`config.mk`:
```
export PLATFORM = sky130hd
export DESIGN_NAME = ni_packetizer_flat
export DESIGN_NICKNAME = d
export VERILOG_FILES = /design/src/rtl/ni_packetizer_pkg.sv /design/src/rtl/ni_packetizer_if.sv /design/src/rtl/ni_flit_fmt.sv /design/src/rtl/ni_packetizer.sv /design/src/flat_wrapper.sv
export SDC_FILE = /design/constraint.sdc
export NUM_CORES = 1
export LEC_CHECK = 0
export CORE_MARGIN = 10
export CORE_UTILIZATION = 53
export DETAILED_ROUTE_END_ITERATION = 16
export PLACE_DENSITY = 0.79
export SLEW_MARGIN = 30
export SYNTH_ARGS = -nofsm -noshare
export SYNTH_HDL_FRONTEND = slang
export SYNTH_HIERARCHICAL = 1
export SYNTH_SLANG_ARGS = --single-unit
```
`constraint.sdc`:
```
create_clock -name clk -period 4 [get_ports clk]
set_input_delay 0.8 -clock clk [delete_from_list [all_inputs] [get_ports clk]]
set_output_delay 0.8 -clock clk [all_outputs]
set_load 0.005 [all_outputs]
```
`src/rtl/ni_packetizer_pkg.sv`:
```
// Shared flit definitions for the router and the network interface:
// type codes, field offsets and the parity rule.
package ni_packetizer_pkg;

    localparam int FLIT_W = 32;
    localparam int LEN_W  = 12;
    localparam int PL_W   = 28;

    localparam logic [LEN_W-1:0] MAX_LEN = 12'd4094;

    localparam logic [2:0] FLIT_HEAD = 3'b001;
    localparam logic [2:0] FLIT_BODY = 3'b010;
    localparam logic [2:0] FLIT_TAIL = 3'b100;

    localparam int OFS_TYPE = 29;
    localparam int OFS_LEN  = 17;
    localparam int OFS_DST  = 13;
    localparam int OFS_SRC  = 9;
    localparam int OFS_ID   = 1;

    typedef enum logic [1:0] {IDLE, HEAD, PAYLD, GAP} state_t;

    // Bit 0 of a flit makes the whole word even parity.
    function automatic logic even_parity(input logic [FLIT_W-1:1] bits);
        return ^bits;
    endfunction

endpackage

```
`src/rtl/ni_packetizer_if.sv`:
```
// Core-side command/payload handshake plus the router local-port link.
interface ni_packetizer_if #(
    parameter int DATA_WIDTH = 32,
    parameter int AXIS       = 4
);
    logic                  cmd_valid;
    logic                  cmd_ready;
    logic [AXIS-1:0]       cmd_dst;
    logic [11:0]           cmd_len;
    logic                  pl_valid;
    logic                  pl_ready;
    logic [27:0]           pl_data;
    logic [DATA_WIDTH-1:0] tx;
    logic                  drts;
    logic                  cts;
    logic                  busy;
    logic                  pkt_done;
    logic                  cmd_err;

    modport master (
        output cmd_valid, cmd_dst, cmd_len, pl_valid, pl_data, cts,
        input  cmd_ready, pl_ready, tx, drts, busy, pkt_done, cmd_err
    );

    modport slave (
        input  cmd_valid, cmd_dst, cmd_len, pl_valid, pl_data, cts,
        output cmd_ready, pl_ready, tx, drts, busy, pkt_done, cmd_err
    );
endinterface

```
`src/rtl/ni_flit_fmt.sv`:
```
// Combinational flit builder: header fields or payload under a type code,
// with even parity in bit 0.
module ni_flit_fmt
    import ni_packetizer_pkg::*;
#(
    parameter int DATA_WIDTH = FLIT_W,
    parameter int AXIS       = 4,
    parameter int PKT_ID_W   = 8
) (
    input  logic [2:0]            ftype,
    input  logic [LEN_W-1:0]      flit_cnt,
    input  logic [AXIS-1:0]       dst,
    input  logic [AXIS-1:0]       src,
    input  logic [PKT_ID_W-1:0]   pkt_id,
    input  logic [PL_W-1:0]       payload,
    output logic [DATA_WIDTH-1:0] flit
);
    logic [DATA_WIDTH-1:1] fields;

    always_comb begin
        fields = '0;
        if (ftype == FLIT_HEAD) begin
            fields[OFS_LEN +: LEN_W]   = flit_cnt;
            fields[OFS_DST +: AXIS]     = dst;
            fields[OFS_SRC +: AXIS]     = src;
            fields[OFS_ID  +: PKT_ID_W] = pkt_id;
        end else begin
            fields[OFS_ID +: PL_W] = payload;
        end
        fields[OFS_TYPE +: 3] = ftype;
    end

    assign flit = {fields, even_parity(fields)};
endmodule

```
`src/rtl/ni_packetizer.sv`:
```
// Injection stage in front of the router local port: frames a command and its
// payload stream into header/body/tail flits, one flit at most every 2 cycles.
module ni_packetizer
    import ni_packetizer_pkg::*;
#(
    parameter int          DATA_WIDTH = 32,
    parameter int          AXIS       = 4,
    parameter logic [3:0]  SRC_ADDR   = 4'b0010,
    parameter int          PKT_ID_W   = 8
) (
    input logic       clk,
    input logic       rst,
    ni_packetizer_if.slave bus
);
    state_t                state;
    state_t                after_gap;
    logic [AXIS-1:0]       dst_q;
    logic [LEN_W-1:0]      len_q;
    logic [LEN_W-1:0]      remaining;
    logic [LEN_W-1:0]      hdr_len;
    logic [PKT_ID_W-1:0]   pkt_id;
    logic [DATA_WIDTH-1:0] tx_q;
    logic [DATA_WIDTH-1:0] flit;
    logic [2:0]            ftype;
    logic                  drts_q, pkt_done_q, cmd_err_q, cmd_ready_q, busy_q;
    logic                  len_ok, pl_fire;

    assign bus.pl_ready  = (state == PAYLD) && bus.cts;
    assign bus.tx        = tx_q;
    assign bus.drts      = drts_q;
    assign bus.pkt_done  = pkt_done_q;
    assign bus.cmd_err   = cmd_err_q;
    assign bus.cmd_ready = cmd_ready_q;
    assign bus.busy      = busy_q;

    assign pl_fire = bus.pl_valid && bus.pl_ready;
    assign len_ok  = (bus.cmd_len != '0) && (bus.cmd_len <= MAX_LEN);
    assign hdr_len = len_q + 12'd1;
    assign ftype   = (state == HEAD)          ? FLIT_HEAD :
                     (remaining == 12'd1)     ? FLIT_TAIL : FLIT_BODY;

    ni_flit_fmt #(.DATA_WIDTH(DATA_WIDTH), .AXIS(AXIS), .PKT_ID_W(PKT_ID_W)) u_fmt (
        .ftype    (ftype),
        .flit_cnt (hdr_len),
        .dst      (dst_q),
        .src      (SRC_ADDR),
        .pkt_id   (pkt_id),
        .payload  (bus.pl_data),
        .flit     (flit)
    );

    // Every flit is followed by a GAP cycle so the router's cts is re-sampled
    // after each write into its FIFO.
    always_ff @(posedge clk or negedge rst) begin
        if (!rst) begin
            state       <= IDLE;
            after_gap   <= IDLE;
            dst_q       <= '0;
            len_q       <= '0;
            remaining   <= '0;
            pkt_id      <= '0;
            tx_q        <= '0;
            drts_q      <= 1'b0;
            pkt_done_q  <= 1'b0;
            cmd_err_q   <= 1'b0;
            cmd_ready_q <= 1'b1;
            busy_q      <= 1'b0;
        end else begin
            drts_q     <= 1'b0;
            pkt_done_q <= 1'b0;
            cmd_err_q  <= 1'b0;
            case (state)
                IDLE: begin
                    if (bus.cmd_valid) begin
                        if (len_ok) begin
                            dst_q       <= bus.cmd_dst;
                            len_q       <= bus.cmd_len;
                            remaining   <= bus.cmd_len;
                            state       <= HEAD;
                            cmd_ready_q <= 1'b0;
                            busy_q      <= 1'b1;
                        end else begin
                            cmd_err_q <= 1'b1;
                        end
                    end
                end
                HEAD: begin
                    if (bus.cts) begin
                        tx_q      <= flit;
                        drts_q    <= 1'b1;
                        state     <= GAP;
                        after_gap <= PAYLD;
                    end
                end
                PAYLD: begin
                    if (pl_fire) begin
                        tx_q      <= flit;
                        drts_q    <= 1'b1;
                        remaining <= remaining - 12'd1;
                        state     <= GAP;
                        if (remaining == 12'd1) begin
                            after_gap  <= IDLE;
                            pkt_id     <= pkt_id + 1'b1;
                            pkt_done_q <= 1'b1;
                        end else begin
                            after_gap <= PAYLD;
                        end
                    end
                end
                GAP: begin
                    state <= after_gap;
                    if (after_gap == IDLE) begin
                        cmd_ready_q <= 1'b1;
                        busy_q      <= 1'b0;
                    end
                end
                default: state <= IDLE;
            endcase
        end
    end
endmodule

```
`src/flat_wrapper.sv`:
```
// flat-port wrapper written by rule: the top's interface ports become plain ports
module ni_packetizer_flat import ni_packetizer_pkg::*;
#(
    parameter int          DATA_WIDTH = 32,
    parameter int          AXIS       = 4,
    parameter logic [3:0]  SRC_ADDR   = 4'b0010,
    parameter int          PKT_ID_W   = 8
)
  (clk, rst, bus_cmd_valid, bus_cmd_dst, bus_cmd_len, bus_pl_valid, bus_pl_data, bus_cts, bus_cmd_ready, bus_pl_ready, bus_tx, bus_drts, bus_busy, bus_pkt_done, bus_cmd_err);
  ni_packetizer_if #(.DATA_WIDTH(DATA_WIDTH), .AXIS(AXIS)) bus_i ();
  input logic clk;
  input logic rst;
  input wire logic [$bits(bus_i.cmd_valid)-1:0] bus_cmd_valid;
  input wire logic [$bits(bus_i.cmd_dst)-1:0] bus_cmd_dst;
  input wire logic [$bits(bus_i.cmd_len)-1:0] bus_cmd_len;
  input wire logic [$bits(bus_i.pl_valid)-1:0] bus_pl_valid;
  input wire logic [$bits(bus_i.pl_data)-1:0] bus_pl_data;
  input wire logic [$bits(bus_i.cts)-1:0] bus_cts;
  output wire logic [$bits(bus_i.cmd_ready)-1:0] bus_cmd_ready;
  output wire logic [$bits(bus_i.pl_ready)-1:0] bus_pl_ready;
  output wire logic [$bits(bus_i.tx)-1:0] bus_tx;
  output wire logic [$bits(bus_i.drts)-1:0] bus_drts;
  output wire logic [$bits(bus_i.busy)-1:0] bus_busy;
  output wire logic [$bits(bus_i.pkt_done)-1:0] bus_pkt_done;
  output wire logic [$bits(bus_i.cmd_err)-1:0] bus_cmd_err;
  assign bus_i.cmd_valid = bus_cmd_valid;
  assign bus_i.cmd_dst = bus_cmd_dst;
  assign bus_i.cmd_len = bus_cmd_len;
  assign bus_i.pl_valid = bus_pl_valid;
  assign bus_i.pl_data = bus_pl_data;
  assign bus_i.cts = bus_cts;
  assign bus_cmd_ready = bus_i.cmd_ready;
  assign bus_pl_ready = bus_i.pl_ready;
  assign bus_tx = bus_i.tx;
  assign bus_drts = bus_i.drts;
  assign bus_busy = bus_i.busy;
  assign bus_pkt_done = bus_i.pkt_done;
  assign bus_cmd_err = bus_i.cmd_err;
  ni_packetizer #(.DATA_WIDTH(DATA_WIDTH), .AXIS(AXIS), .SRC_ADDR(SRC_ADDR), .PKT_ID_W(PKT_ID_W)) u_core (.clk(clk), .rst(rst), .bus(bus_i));
endmodule
```
==> results.md, run 1 <==
- Fin crit share: 82.7%
- RSZ-0062 raised after global routing: false
- Total routed wirelength: 10900 um
- First-pass GRT wire length: 17700 um
- GRT Total Usage: 17.0%
- DIE HEIGHT: 113 um
- Max-slew violation count: 0
- CP Data Arrival Time: 3.55 ns
- FF+latch count, synth: 76
- Sequential power share: 34.6%
- Number of global-route vias before repair: 3384
- Synth async-reset ratio: 100%
- CTS buffer count: 9
- Sink Count: 76
- Worst Path Required: 4.24 ns
- Post-Syn Instances: 411
- Port bufs: 86
- Clock skew: 0.0128 ns
- Area grow syn2layout: 24.7%
- Register area share after synthesis: 41.8%
- I/O pins: 87
- Max-cap violations: 0
- Synth area leader: dfrtp_1
- Pwr dens: 687 nW/um^2
- Crit path time final: 3.31 ns
- Top cells by area, synth: dfrtp_1, mux2_2, xnor2_1
- GPL Wtd Cong: 0.843
- Area after DPL: 5520 sq um
- Vias per inst: 5.44
- Setup bufs post-CTS: 0
- Largest net degree at the start of global routing: 44
- Die W: 113 um
- Comb pwr share: 52.7%
- Yosys top cell area share: 41.2%
- Static Leakage: 0.00234 uW
- GRT overflow: 0
- Post-DP HPWL: 8270 um
- Die footprint: 12700 sq um
- CTS clk-pin slew, worst paths: 0.08 ns
- RR Startpoint: u_core/remaining[1]
- DRT iter0 DRCs: 205
- Initial antenna violation count: 0
- Synth cell types: 50
- Clock group share of total power: 12.7%
- Int Power: 2490 uW
- Status: finished, final reports clean
- Synth Area per Inst: 11.1 sq um
- Net Sw Power: 1410 uW
- Most frequent cell after synthesis: mux2_2
- Slew margin rel.: 56.5%
- Setup TNS: 0 ns
- Number of remaining DRC errors: 0
- Sw Share: 36.2%
- Post-synth EDFFs: 0
- Crit end category: register
- N_diodes: 0
- CP Launch Type: register
- Syn. warnings: 6
- Share of cells above drive strength 1: 21.8%
- FP Rows: 33
- Most used flip-flop cell after synthesis: dfrtp_1
- Mapped Area: 4550 sq um
- Hold WC Path Type: in2async
- Fin area: 5680 sq um
- Final Hold Vio Count: 0
- Antenna Nets Post-Route: 0
- Endpoints failing setup: 0
- Actual slew at the worst max-slew pin: 0.647 ns
- 1st-pass router iterations: 5
- Hold Buf Count CTS: 0
- Root Driver: clkbuf_8
- CTS tree: done
- Longest Clk Path Bufs: 2
- Initial Util: 54.9%
- Vias: 3318
- Post_cts resized: 0
- CP startpoint: u_core/remaining[1]
- Most frequent cells after synthesis: mux2_2, dfrtp_1, xnor2_1, nand2_1, a21oi_1
- Crit-path max FO: 10
- Wire per inst: 17.8 um
- Core Area: 8300 sq um
- Crit Path Category: reg2reg
- Nets: 561
- Peak VDD IR: 0.336 mV
- Max H-tree Level: 3
- FMAX: 0.302 GHz
- Clock Latency Late Sink: 0.35 ns
==> per-layer routing <==
layer / vias to the layer above / global-route usage (%) / routed length (um)
met1: 1605 / 21.6 / 4890
met4: 0 / 5.84 / 138
li1: 1620 / - / -
met5: - / 0 / 0
met3: 7 / 4.38 / 513
met2: 86 / 27.4 / 5350
==> path summary, 6_finish.rpt <==
check	end	slack [ns]	depth (start not counted)
max	u_core/bus.tx[0]	0.69	12
min	u_core/remaining[5]	0.40	1
max reg2reg	u_core/bus.tx[0]	0.69	12
min reg2reg	u_core/bus.tx[14]	0.50	1
max in group asynchronous	u_core/len_q[0]	2.99	2
min in group clk	u_core/bus.tx[14]	0.50	1
==> cell usage in the layout (no fill, tap or decap), types with 2 or more instances in the layout <==
master and n:
conb_1 7, o22ai_1 7, nor2b_1 3, or3_1 3, xnor2_1 57, buf_4 5, nor3_1 4, nor4_2 3
xor2_1 8, mux2_2 77, a21oi_1 26, dfrtp_1 75, clkinv_2 3, nor4_1 4, nor2_1 15, and4_1 2
nand4_1 5, nor4_4 2, nand3_1 10, nand2_1 30, clkbuf_8 9, clkdlybuf4s50_1 85, ha_1 11, a22o_1 2
and3_1 2, inv_1 12, nand2b_1 3, mux2i_1 5, o21ai_0 6, clkbuf_1 3
==> logic make-up after synthesis <==
logic type	synth area share (%)
xor+xnor	13.0
compound gates	6.32
other cells	0.165
flops	41.8
fa+ha+maj	3.02
simple gates	12.2
mux	20.5
buf+inv	3.05
==> critical path, cell delays in order, from the launching register on <==
cell	delay, ns
dfrtp_1	0.42
inv_1	0.09
ha_1	0.13
or4b_4	0.46
nor4_4	0.26
nor2b_1	0.39
nor2b_4	0.16
a221oi_2	0.32
xnor2_1	0.15
xnor3_1	0.26
xnor2_1	0.15
xnor2_1	0.13
mux2_2	0.27
==> stage by stage <==
step / hold slack [ns] / setup slack, ns / util [%] / cells / total power (uW)
6_report: 0.398 / 0.691 / 68.4 / 610 / 3900
5_1_grt: 0.409 / 0.437 / 68.4 / 610 / 4160
4_1_cts: 0.404 / 0.703 / 68.4 / 610 / 3930
3_5_place_dp: 0.492 / 0.696 / 66.5 / 595 / 3420
3_3_place_gp: 0.489 / 0.817 / 66.3 / 594 / 3340
2_1_floorplan: 0.476 / 0.899 / - / 416 / 2700
==> power by group through the flow <==
stage | Clock, uW | Combinational (uW) | Sequential, uW
floorplan | 0 | 1380 | 1320
CTS | 503 | 2080 | 1350
global route | 533 | 2230 | 1400
finish | 494 | 2060 | 1350
detailed placement | 0 | 2060 | 1370
global placement | 0 | 1990 | 1340
==> state kept, by name, indices dropped and copies added (netlist names) <==
register / cells
u_core/after_gap: 1
u_core/bus.busy: 1
u_core/bus.cmd_err: 1
u_core/bus.cmd_ready: 1
u_core/bus.drts: 1
u_core/bus.pkt_done: 1
u_core/bus.tx: 32
u_core/dst_q: 4
u_core/len_q: 12
u_core/pkt_id: 8
u_core/remaining: 12
u_core/state: 2
==> layout make-up <==
type / instances / area, sq um
clock buffers: 12 / 135
clock inverters: 3 / 15.0
flip-flops and latches: 76 / 1900
fillers: 629 / 2620
well taps: 105 / 131
multi-input cells: 310 / 2540
inverters: 13 / 48.8
repair buffers: 91 / 908
Note: power is estimated with default switching activity, not from simulation.
==> run 2: changes to the inputs <==
Clock period 4 ns to 3.3 ns, I/O delays scaled along.
==> run 2 against run 1 <==
Worst setup slack worse by 0.50 ns. Register-to-register slack worse by 0.50 ns. Sequential cell count stayed put. Count of clock-buffer cells in the layout stayed put. Clock power is 70% higher. Die area stayed put. Largest cell class unchanged.
==> results.md, run 2 (synthesis results as in run 1) <==
- Status: finished, final reports clean
- GR Layer Usage met3: 3.54%
- Commonest cells after routing, fill and taps aside: clkdlybuf4s50_1, mux2_2, dfrtp_1
- Max H-tree Level: 3
- CP startpoint: u_core/remaining[1]
- Final Hold Vio Count: 0
- Initial antenna violation count: 0
- Share of cells above drive strength 1: 24.1%
- CP peak stage delay: 0.47 ns
- Commonest non-fill, non-tap cell in the layout: clkdlybuf4s50_1
- CTS buffer count: 9
- Max-slew violation count: 0
- Port bufs: 86
- Most used cell, CP: xnor2_1
- Crit-path max FO: 5
- RR Startpoint: u_core/remaining[1]
- Endpoints failing setup: 0
- CP Data Arrival Time: 3.35 ns
- Total routed wirelength: 11100 um
- Pwr dens: 860 nW/um^2
- Worst r2r dst: u_core/bus.tx[0]
- Core Area: 8300 sq um
- Max-cap violations: 0
- RSZ-0062 raised after global routing: false
- DIE HEIGHT: 113 um
- Net Sw Power: 1730 uW
- Slew margin rel.: 38.1%
- Post-DP HPWL: 8360 um
- Worst Path Required: 3.54 ns
- Crit-path cells: inv_1, ha_1, or4b_4, nor4_4, nor2b_1, buf_4, nand2b_4, mux2i_1, xnor2_1, xnor3_1, xnor2_2, xnor2_1, mux2_2
- 1st-pass router iterations: 4
- CTS clk-pin slew, worst paths: 0.08 ns
- Number of remaining DRC errors: 0
- Fin crit share: 94.2%
- FF-to-FF setup slack: 0.19 ns
- Clock Latency Late Sink: 0.36 ns
- N_diodes: 0
- Crit Path Category: reg2reg
- Largest net degree at the start of global routing: 44
- GRT Total Usage: 17.7%
- Final Worst Setup Slack: 0.190 ns
- Wire per inst: 17.9 um
- Most used routing layer: met2
- Longest Clk Path Bufs: 2
- Initial Util: 54.9%
- GR met1 Demand/Resource: 22.6%
- Area grow syn2layout: 27.9%
- Sink Count: 76
- Crit path time final: 3.11 ns
- Nets: 566
- CP max stage cell: or4b_4
- GRT overflow: 0
- Clock group share of total power: 16.8%
- Comb pwr share: 50.7%
- CP top delay family: simple AND/OR/NAND/NOR gates
- Hold Worst Slack: 0.253 ns
- Clock skew: 0.00988 ns
- Antenna Nets Post-Route: 0
- DP Worst Slack: 0.174 ns
- Crit path depth: 13
- I/O pins: 87
- Int Power: 3280 uW
- Fillers: 621
- Multi-input gate area: 2560 sq um
- Die W: 113 um
- Root Driver: clkbuf_8
- CP Launch Type: register
- CTS tree: done
- Die footprint: 12700 sq um
- Cell count of the worst reg-to-reg path: 13
- DRT iter0 DRCs: 151
- Static Leakage: 0.00242 uW
- GPL Wtd Cong: 0.776
- Buf+Inv Stages, Crit Path: 2
- Hold WC Path Type: in2async
- Vias: 3341
- Setup TNS: 0 ns
- Vias per inst: 5.42
- Sequential power share: 32.5%
- Max reg flops: 32
- Actual slew at the worst max-slew pin: 0.929 ns
- Worst setup path end: u_core/bus.tx[0]
- FMAX: 0.322 GHz
- Crit end category: register
- Sw Share: 34.6%
- Met2 usage: 29.0%
- Peak VDD IR: 0.467 mV
- FP Rows: 33
- Storage element area: 1900 sq um
- First-pass GRT wire length: 18400 um
- Number of global-route vias before repair: 3538
[run 2: changes by cell type in the layout (fill, tap and decap cells not counted), moves of 2 or more]
cell	delta
buf_4	+5
bufinv_16	+2
clkbuf_1	-3
clkbuf_8	+3
[run 2: layer usage]
layer  wire [um]  share of wire (%)  vias up
li1            -                  -     1624
met1        5030                 46     1638
met2        5400                 49       67
met3         451                4.1       12
met4         167                1.5        0
met5           0                  0        -
[run 2: stage by stage]
stage | area [sq um] | power [uW] | utilization [%] | instances
after floorplan | 4570 | 3270 | - | 416
after global placement | 5520 | 4060 | 66.5 | 596
after detailed placement | 5540 | 4130 | 66.7 | 597
after CTS | 5770 | 4990 | 69.6 | 613
after global routing | 5820 | 5360 | 70.2 | 616
final | 5820 | 5010 | 70.2 | 616
[run 2: repair_timing]
item	4_1_cts	5_1_grt
resized for setup	0	5
hold buffers	0	0
endpoints found under the setup margin	0	1
buffers inserted	0	3
[run 2: worst min path at each step]
stage	from	endpoint	slack, ns
floorplan	rst	u_core/after_gap[1]	0.36
global placement	u_core/bus.tx[3]	u_core/bus.tx[3]	0.49
detailed placement	u_core/bus.tx[14]	u_core/bus.tx[14]	0.49
CTS	rst	u_core/remaining[8]	0.26
global route	rst	u_core/remaining[5]	0.26
finish	rst	u_core/remaining[5]	0.25
[run 2: power by group through the flow]
stage	Sequential [uW]	Combinational, uW	Clock, uW
2_1_floorplan	1600	1670	0
3_3_place_gp	1630	2430	0
3_5_place_dp	1650	2490	0
4_1_cts	1630	2510	850
5_1_grt	1690	2780	894
6_report	1630	2540	839
[run 2: layout make-up]
type / instances / share of cell area, %
Clock buffer: 12 / 2.84
Clock inverter: 4 / 1.20
Inverter: 13 / 0.838
Multi-Input combinational cell: 310 / 43.9
Sequential cell: 76 / 32.7
Tap cell: 105 / 2.26
Timing Repair Buffer: 96 / 16.2
==> patch, RTL diff (settings of run 2) <==
Re-encode `state_t` (4 states) as one-hot, 4 bits wide.
--- a/src/rtl/ni_packetizer_pkg.sv
+++ b/src/rtl/ni_packetizer_pkg.sv
@@ -20,3 +20,3 @@
 
-    typedef enum logic [1:0] {IDLE, HEAD, PAYLD, GAP} state_t;
+    typedef enum logic [3:0] {IDLE = 4'b0001, HEAD = 4'b0010, PAYLD = 4'b0100, GAP = 4'b1000} state_t;
 
Formal check against the unedited RTL: no difference found for any inputs over 10 cycles, from zero or initial values and one cycle with rst low; not proved beyond that.
==> patch against run 2 <==
- synthesized cell count decreased by 0.73%
- total power is 13% lower
- fmax down 6.3%
- first-iteration DRC count shrank 9.3%
- largest power group unchanged
- sequential cell count increased by 3
- clock skew grew 4.3 ps
- synthesized area grew 0.63%
- final area up 1.7%
- setup slack lost 210 ps
- non-clock buffer count up 12
- routed wire length up 2.5%
- the run now ends with setup timing left
==> patch: results (changes against run 2) <==
run_status:
  outcome: "finished with violations"
  violations: "setup timing"
global_route:
  grt_usage_pct: 17.5  # -0.18 points
  use_met2_pct: 28.2  # -0.73 points
  met3_usage_pct: 4.44  # +0.90 points
  grt_pass1_wl_um: 18400  # -0.27%
  grt_pass1_vias: 3576  # +1.1%
  grt_max_degree: 80  # +82%
timing:
  setup_viol: 1  # +1
  relSlewSlack_pct: 52.4  # +14 points
  skew_ps: 14.1  # +4.27 ps
  setup_ws_ps: -18.3  # -208 ps
critical_path:
  cp_max_fo: 3  # -2
  critical-path-max-stage-delay_ps: 500  # +30 ps
  arrival_ps: 3560  # +210 ps
  regToRegStartpoint: "u_core/remaining[1]"
  cp_slowest_cell: "or4b_4"
layout:
  final_cells: 624  # +1.3%
  final_layout_size_suffix_gt1_share_pct: 22.0  # -2.1 points
  diodes: 0  # unchanged
  final_nets: 568  # +0.35%
  nFillCells: 605  # -2.6%
place:
  place_congestion: 0.895  # +15%
  dpl_cell_area_sq_um: 5620  # +1.6%
  pre_cts_slack_ps: -57.5  # -231 ps
  dp_cells: 601  # +0.67%
  dp_hpwl_um: 8310  # -0.65%
detailed_routing:
  drt_iter0_drc: 137  # -9.3%
  wl_met2_um: 5450  # +0.87%
  wl_per_cell_um: 18.2  # +1.2%
  vias: 3464  # +3.7%
  drt-met1-wl_um: 5020  # -0.18%
  route.met3.wl_um: 709  # +57%
logic_synthesis:
  yosysSeqAreaShare_pct: 43.2  # +1.4 points
  synth_top_cells_by_count: "dfrtp_1, xnor2_1, mux2_2, mux2_1, nor2_1"
  syn_avg_cell_area_sq_um: 11.2  # +1.4%
  synth_area_leaders: "dfrtp_1, mux2_2, xnor2_1"
power_and_ir_drop:
  ir_drop_mv: 0.357  # -24%
  leakagePower_nw: 2.42  # about the same
  power.net_switching_mw: 1.50  # -14%
-- patch: final cells by class --
cell class                      count  area [sq um]  share of cell area [%]
Clock buffer                       10           138                    2.32
Clock inverter                      6          60.1                    1.01
Inverter                            6          22.5                   0.380
Multi-Input combinational cell    310          2560                    43.3
Sequential cell                    79          1980                    33.4
Tap cell                          105           131                    2.22
Timing Repair Buffer              108          1030                    17.3
-- patch: kinds of logic (layout without fill, tap and decap cells) --
| group | Yosys count | count (layout) | synth area share, % |
|---|---|---|---|
| xor gates and xnor gates | 67 | 67 | 13.1 |
| muxes | 81 | 81 | 19.9 |
| DFF | 79 | 79 | 43.2 |
| buffers and inverters | 24 | 130 | 2.65 |
| adders and majority gates | 5 | 5 | 1.37 |
| AOI/OAI and AO/OA | 49 | 49 | 6.47 |
| and+or+nand+nor | 101 | 101 | 13.2 |
| other | 2 | 7 | 0.164 |
-- patch: metrics by stage --
stage | TNS [ps] | power, mW | hold slack (ps)
2_1_floorplan | -39.5 | 2.76 | 364
3_3_place_gp | 0 | 3.53 | 450
3_5_place_dp | -57.5 | 3.58 | 458
4_1_cts | -10.4 | 4.36 | 360
5_1_grt | -141 | 4.66 | 383
6_report | -18.3 | 4.38 | 332
-- patch: power groups by stage --
| stage | Clock [mW] | Combinational [mW] | Sequential, mW |
|---|---|---|---|
| CTS | 0.751 | 1.95 | 1.65 |
| finish | 0.728 | 1.99 | 1.66 |
| detailed placement | 0 | 1.91 | 1.67 |
| global route | 0.794 | 2.15 | 1.72 |
| floorplan | 0 | 1.14 | 1.62 |
| global placement | 0 | 1.88 | 1.65 |
-- patch: what timing repair did --
action | in CTS | in global routing
setup endpoints to repair | 1 | 1
pin swaps | 5 | 7
buffers inserted | 4 | 3
gates cloned | 0 | 0
resized for setup | 4 | 6
